**config.mk**
```make
export PLATFORM = sky130hd
export DESIGN_NAME = pulse_event_queue
export DESIGN_NICKNAME = d
export VERILOG_FILES = /design/src/rtl/pulse_event_queue_pkg.sv /design/src/rtl/evq_fifo_mem.sv /design/src/rtl/pulse_event_queue.sv
export SDC_FILE = /design/constraint.sdc
export NUM_CORES = 1
export LEC_CHECK = 0
export ABC_AREA = 0
export ABC_CLOCK_PERIOD_IN_PS = 4400
export BUFFER_PORTS_ARGS = -buffer_cell sky130_fd_sc_hd__buf_4
export CAP_MARGIN = 20
export CORE_MARGIN = 3
export CORE_UTILIZATION = 30
export DETAILED_ROUTE_END_ITERATION = 16
export GPL_TIMING_DRIVEN = 0
export PLACE_DENSITY = 0.52
export SLEW_MARGIN = 10
export SYNTH_ARGS = -nofsm -noshare
export SYNTH_HDL_FRONTEND = slang
export SYNTH_HIERARCHICAL = 1
export SYNTH_SLANG_ARGS = --single-unit
```
**constraint.sdc**
```tcl
create_clock -name clk -period 4.4 [get_ports clk]
set_input_delay 0.88 -clock clk [delete_from_list [all_inputs] [get_ports clk]]
set_output_delay 0.88 -clock clk [all_outputs]
set_load 0.03 [all_outputs]
```
**src/rtl/pulse_event_queue_pkg.sv**
```systemverilog
// Shared defaults and helpers for the pulse event queue.
// - DEF_DEPTH / DEF_TS_W / DEF_DROP_W : default parameter values
// - lvl_w()                           : width of an occupancy count for a given depth
// - occ_e                             : occupancy class derived from the level count
package pulse_event_queue_pkg;

    localparam int DEF_DEPTH  = 4;
    localparam int DEF_TS_W   = 16;
    localparam int DEF_DROP_W = 8;

    // Level must represent 0..DEPTH inclusive, hence one bit more than the pointers.
    function automatic int lvl_w(input int depth);
        return $clog2(depth) + 1;
    endfunction

    typedef enum logic [1:0] {
        OCC_EMPTY = 2'd0,
        OCC_PART  = 2'd1,
        OCC_FULL  = 2'd2
    } occ_e;

endpackage

```
**src/rtl/evq_fifo_mem.sv**
```systemverilog
// Storage array for the event queue.
// - we/waddr/wdata : synchronous write port
// - raddr/rdata    : asynchronous read, gives first-word fall-through at the top level
// The array is intentionally not reset; validity is tracked by the level count.
module evq_fifo_mem #(
    parameter int DEPTH = 4,
    parameter int TS_W  = 16
) (
    input  logic                     clk,
    input  logic                     we,
    input  logic [$clog2(DEPTH)-1:0] waddr,
    input  logic [TS_W-1:0]          wdata,
    input  logic [$clog2(DEPTH)-1:0] raddr,
    output logic [TS_W-1:0]          rdata
);

    logic [TS_W-1:0] mem [DEPTH];

    always_ff @(posedge clk) begin
        if (we) mem[waddr] <= wdata;
    end

    assign rdata = mem[raddr];

endmodule

```
**src/rtl/pulse_event_queue.sv**
```systemverilog
// Timestamps single-cycle event pulses and queues the stamps for a
// valid/ready consumer. Pulses that find the queue full are counted.
// - clk, rst  : single clock, synchronous active-high reset
// - pulse_in  : 1-cycle event pulse
// - ev_valid / ev_ts / ev_ready : head-of-queue handshake (fall-through)
// - level     : entries currently held (0..DEPTH)
// - ovf       : sticky "some pulse was dropped"
// - drop_cnt  : saturating count of dropped pulses
// - clr_ovf   : clears ovf/drop_cnt (a same-cycle drop still registers)
module pulse_event_queue
    import pulse_event_queue_pkg::*;
#(
    parameter int DEPTH  = DEF_DEPTH,
    parameter int TS_W   = DEF_TS_W,
    parameter int DROP_W = DEF_DROP_W
) (
    input  logic                    clk,
    input  logic                    rst,
    input  logic                    pulse_in,
    output logic                    ev_valid,
    output logic [TS_W-1:0]         ev_ts,
    input  logic                    ev_ready,
    output logic [lvl_w(DEPTH)-1:0] level,
    output logic                    ovf,
    output logic [DROP_W-1:0]       drop_cnt,
    input  logic                    clr_ovf
);

    localparam int PTR_W = $clog2(DEPTH);
    localparam int LVL_W = lvl_w(DEPTH);

    logic [TS_W-1:0]  ts;
    logic [PTR_W-1:0] rd_ptr, wr_ptr;
    occ_e             occ;
    logic             push, pop, drop;

    // Occupancy class and handshake decode.
    always_comb begin
        occ = OCC_PART;
        if (level == '0)                occ = OCC_EMPTY;
        else if (level == LVL_W'(DEPTH)) occ = OCC_FULL;

        ev_valid = (occ != OCC_EMPTY);
        pop      = ev_valid & ev_ready;
        // A pop in the same cycle frees the head slot, so a full queue
        // still accepts the new stamp.
        push     = pulse_in & ((occ != OCC_FULL) | pop);
        drop     = pulse_in & (occ == OCC_FULL) & ~pop;
    end

    always_ff @(posedge clk) begin
        if (rst) begin
            ts     <= '0;
            rd_ptr <= '0;
            wr_ptr <= '0;
            level  <= '0;
        end else begin
            ts <= ts + 1'b1;
            if (push) wr_ptr <= wr_ptr + 1'b1;
            if (pop)  rd_ptr <= rd_ptr + 1'b1;
            if (push && !pop)      level <= level + 1'b1;
            else if (pop && !push) level <= level - 1'b1;
        end
    end

    // Clear has priority, but a drop in the clearing cycle is still recorded.
    always_ff @(posedge clk) begin
        if (rst) begin
            ovf      <= 1'b0;
            drop_cnt <= '0;
        end else if (clr_ovf) begin
            ovf      <= drop;
            drop_cnt <= drop ? DROP_W'(1) : '0;
        end else if (drop) begin
            ovf <= 1'b1;
            if (drop_cnt != '1) drop_cnt <= drop_cnt + 1'b1;
        end
    end

    evq_fifo_mem #(
        .DEPTH (DEPTH),
        .TS_W  (TS_W)
    ) u_mem (
        .clk   (clk),
        .we    (push & ~rst),
        .waddr (wr_ptr),
        .wdata (ts),
        .raddr (rd_ptr),
        .rdata (ev_ts)
    );

endmodule

```
# Yosys cells after proc, flatten, opt, wreduce, memory -nomap -nowiden
# Memories as Yosys holds them, arrays and structs flattened. A register that Yosys moved wholly into a read port is not among the register bits.
# Cells that the tools add are included.
[op_classes] add_sub_neg=6 n_eq_ne=4 mux=14 bitwise_logic=8 reduce_logical=10
[ops] operator="8-bit 2-to-1 mux" n=3
[ops] operator="16-bit by 1-bit adder with 16-bit output (second input constant)" n=1
[ops] operator="8-bit by 1-bit adder with 8-bit output (second input constant)" n=1
[ops] operator="2-bit 2-to-1 mux" n=4
[ops] operator="8-bit != test (second input constant)" n=1
[ops] operator="2-bit nonzero test" n=4
[ops] operator="3-bit 2-to-1 mux" n=2
[ops] operator="1-bit AND" n=5
[ops] operator="1-bit 2-to-1 mux" n=5
[ops] operator="2-bit by 1-bit adder with 2-bit output (second input constant)" n=2
[ops] operator="3-bit by 1-bit adder with 3-bit output (second input constant)" n=1
[ops] operator="3-bit == test (second input constant)" n=1
[ops] operator="3-bit zero test" n=1
[ops] operator="3-bit by 1-bit subtractor with 3-bit output (second input constant)" n=1
[ops] operator="2-bit == test (second input constant)" n=1
[ops] operator="1-bit logical AND" n=2
[ops] operator="1-bit zero test" n=2
[ops] operator="2-bit != test (second input constant)" n=1
[ops] operator="1-bit NOT" n=2
[ops] operator="2-bit AND reduction" n=1
[ops] operator="1-bit OR" n=1
[word_totals] ff_bits=32 ram_bits=64 inputBits=5 out_inout_bits=29 wordCells=49 memories=1
[mem_list] memory="u_mem.mem" depth=4 width=16 rd=1 rd_clocked_by_memory_dff=1 write_ports=1 line_no="evq_fifo_mem.sv:17" source="logic [TS_W-1:0] mem [DEPTH];"

# Logic depth before layout (Yosys ltp)
[logic_depth] depth_word=11 depth_mapped=9 depth_no_buf=9

# By module
# Netlist, hierarchy kept.
[modules_own_cells] module="evq_fifo_mem" n_inst=1 cells_each=88 area_each_um2=2377.3
[modules_own_cells] module="pulse_event_queue" n_inst=1 cells_each=164 area_each_um2=1471.4

# Least setup slack after synthesis
# OpenSTA, ideal clock, no wires.
[synth_timing] path_kind="in2reg" from="input rst" to="memory u_mem.mem[0][0] (enable)" setup_ns=0.413 t_arrival_ns=2.700 required_time_ns=3.987 setup_slack_ns=1.288 stages=4 path_buffers=2 path_cell_list="clkbuf_1 -> buf_1 -> nor2_1 -> nor3b_1"
[synth_between] elab_chain_cells=4
[synth_rtl] element="start, declared" line_no="pulse_event_queue.sv:18" source="input logic rst,"
[synth_rtl] element="1-bit NOT" line_no="pulse_event_queue.sv:85" source=".we (push & ~rst),"
[synth_rtl] element="1-bit AND" line_no="pulse_event_queue.sv:85"
[synth_rtl] element="1-bit 2-to-1 mux" line_no="evq_fifo_mem.sv:20" source="if (we) mem[waddr] <= wdata;"
[synth_rtl] element="1-bit 2-to-1 mux (implied by the code)" line_no="evq_fifo_mem.sv:20"
[synth_rtl] element="end, declared" line_no="evq_fifo_mem.sv:17"
# No other way between the ends.

==> flow_summary_export.csv <==
group,metric,value,unit
finish,fin_nets,305,
timing,skew,0.004919,ns
clocking,cts.sinks,96,
clocking,cts_tree,"yes",
worst_setup_path,crit_required,3.52,ns
worst_setup_path,r2r-start,"level[0]$_SDFFE_PP0P_",
die,initial_core_util,31.39,%
hold_path,holdPathStages,2,
place,port-buffer-count,32,
pwr,switching_share,29.88,%
finish,drive_above_1_share,23.92,%
global_routing,grt_max_degree,18,
pwr,p_int,0.001666,W
timing,setup_viol,0,
timing,max_freq,0.3731,GHz
worst_setup_path,cp-start-kind,"flop",
synthesis,synth_edf_count,64,
synthesis,ys_types,47,
route,route.detailed.drc,0,
synthesis,async_flop_share,0,%
synthesis,synth_cells,252,
route,first_iter_violations,147,
finish,final_cells,469,
route,via_per_inst,4.672,
worst_setup_path,worstRegToRegCells,5,
route,dr.pass1.iters,4,
timing,holdWs,0.4777,ns
pwr,p_switching,0.0007101,W
clocking,root_buffer,"clkbuf_16",
finish,final_common_cell,"edfxtp_1",
synthesis,synth.yosys.seq_area_share,66.58,%
die,die_w,119.3,um
global_routing,grtUsageTotal,10.65,%
worst_setup_path,cp.arrival,1.80,ns
pwr,power.leakage,1.569,nW
timing,tightest_slew,0.9867,ns
worst_setup_path,rrSetupSlack,2.06,ns
clocking,worstSkewPairLatency,0.33,ns
global_routing,grt_pass1_wl,11.90,mm
pwr,p_per_area,517.2,mW/mm^2
route,wire_per_inst,14.82,um
clocking,cts.clk_slew.worst_paths,0.06,ns
timing,finalHoldViolCount,0,
synthesis,ys_seq_elements,96,
finish,diodes,0,
die,die_y,119.3,um
worst_setup_path,criticalPathCategory,"flop to primary output",
global_routing,antenna_found_initial,0,
worst_setup_path,path_max_fanout,10,
finish,most-common-layout-cells,"edfxtp_1, buf_4, dfxtp_1",
synthesis,syn_avg_cell_area,15.27,sq um
clocking,clk_path_buf_depth,2,
pwr,clkPwrFrac,30.2,%
clocking,post_cts_buffers,0,
die,core_area,0.01226,sq mm
route,vias,2191,
timing,rsz0062_at_grt,"false",
clocking,cts_hold_buffers,0,
die,die_area,0.01422,sq mm
global_routing,grt_pass1_vias,2233,
hold_path,worstHoldStart,"ovf$_SDFFE_PP0P_",
hold_path,hold_end,"ovf$_SDFFE_PP0P_",
run,max-cap-violations,0,
timing,min_period,2.680,ns
clocking,htreeDepth,3,
die,io_pins,34,
worst_setup_path,crit_path_end_kind,"primary output",
synthesis,ys.flop_type,"edfxtp_1",
pwr,seq_power_share,44.3,%
global_routing,grt_overflow_total,0,
hold_path,hold_path_class,"flop to flop",
worst_setup_path,reg2reg_to,"u_mem/mem[0][8]$_DFFE_PP_",
clocking,numCtsBuffers,9,
die,rows,40,
pwr,pwr-share-comb,25.5,%
timing,slew_headroom,34.22,%
synthesis,syn-cell-area,0.003849,sq mm
pwr,fin_total_pwr,0.002376,W
clocking,ctsResizeCount,0,
finish,utilization,37.47,%
status,status,"complete, no violations",
route,postRouteAntennaNets,0,
route,wl,6.949,mm
synthesis,mappedNetlistNets,261,
timing,maxSlewViolCount,0,
timing,post-route-period-util,60.92,%
pwr,ir_drop,271.2,uV
place,dp_hpwl,4.628,mm
place,gp_congestion,0.8186,
place,placed_cells,453,
synthesis,ys.warnings.count,6,
finish,fillers,1171,
finish,syn_to_final_growth,19.38,%
layout make-up:
cell class                      instances  area [sq um]  area share, %
Buffer                                  8         56.30          1.225
Multi-Input combinational cell        140          1205          26.23
Timing Repair Buffer                   33         247.7          5.392
Sequential cell                        96          2562          55.77
Tap cell                              168         210.2          4.575
Inverter                                8         30.03         0.6536
Clock buffer                            9         225.2          4.902
Clock inverter                          7         57.56          1.253
synth_stat cells (2+ instances only):
cell type	n	share of area [%]
ha_1	3	0.98
xor2_1	7	1.6
nand3_1	10	1.3
inv_1	8	0.78
mux2i_1	2	0.52
nor4_1	4	0.65
a211oi_1	2	0.39
nand4_1	6	0.98
buf_1	2	0.20
dfxtp_1	32	17
and3_1	2	0.33
and3b_1	2	0.46
nor2_1	25	2.4
or3_1	5	0.81
o21ai_0	4	0.52
or4_1	2	0.39
clkbuf_1	2	0.20
nor3_1	5	0.65
mux4_1	6	4.1
buf_2	2	0.26
edfxtp_1	64	50
a21oi_1	8	1.0
nand2_1	6	0.59
nor2b_1	2	0.33
a31oi_1	2	0.33
xnor2_1	9	2.0
mux4_2	10	5.9
kinds of logic (layout without fill, tap and decap cells):
logic type | after synthesis | after routing | share of synthesized area (%)
AO/OA/AOI/OAI | 23 | 23 | 3.869
XOR/XNOR | 16 | 16 | 3.641
adder cells (fa/ha/maj) | 4 | 4 | 1.496
buffers and inverters | 16 | 65 | 2.243
flip-flops | 96 | 96 | 66.58
multiplexers | 19 | 19 | 10.76
AND/OR/NAND/NOR | 78 | 78 | 11.41
flip-flops by register name, summed over array words and instances, names as in the netlist:
register,count
u_mem/mem,64
ts,16
drop_cnt,8
level,3
rd_ptr,2
wr_ptr,2
ovf,1
metrics by stage:
| step | setup TNS [ns] | cell area [sq um] | setup slack, ns |
|---|---|---|---|
| 6_report | 0 | 4594 | 1.720 |
| 3_5_place_dp | 0 | 4312 | 1.317 |
| 3_3_place_gp | -0.7051 | 4299 | -0.04549 |
| 5_1_grt | 0 | 4594 | 1.606 |
| 4_1_cts | 0 | 4594 | 1.666 |
| 2_1_floorplan | 0 | 3849 | 1.288 |
power by group through the flow:
| stage | sequential, W | combinational [W] | clock, W |
|---|---|---|---|
| 2_1_floorplan | 0.00109 | 0.000411 | 0 |
| 3_3_place_gp | 0.00107 | 0.000612 | 0 |
| 3_5_place_dp | 0.00107 | 0.000619 | 0 |
| 4_1_cts | 0.00105 | 0.000623 | 0.000739 |
| 5_1_grt | 0.00106 | 0.000652 | 0.000775 |
| 6_report | 0.00105 | 0.000606 | 0.000718 |
layer usage:
metal	GRT usage (%)	part of all wire, %	routed length, um
met5	0	0	0
met4	3.476	1.3	92
met3	2.802	3.5	245
met2	16.64	46	3226
met1	14.45	49	3385
worst max path at each step:
stage	start	endpoint
final	rd_ptr[1]$_SDFFE_PP0N_	ev_ts[12]
after global placement	rst	u_mem/mem[0][9]$_DFFE_PP_
after floorplan	rst	u_mem/mem[0][0]$_DFFE_PP_
after detailed placement	rst	u_mem/mem[0][9]$_DFFE_PP_
after CTS	rd_ptr[1]$_SDFFE_PP0N_	ev_ts[12]
after global routing	rst	u_mem/mem[0][15]$_DFFE_PP_
worst max-delay path, stage by stage (launching register included):
cell and delay, ns:
dfxtp_1 0.35, buf_2 0.23, buf_2 0.32, mux4_2 0.37, buf_4 0.19
No activity file was read; power rests on OpenSTA's default activity.
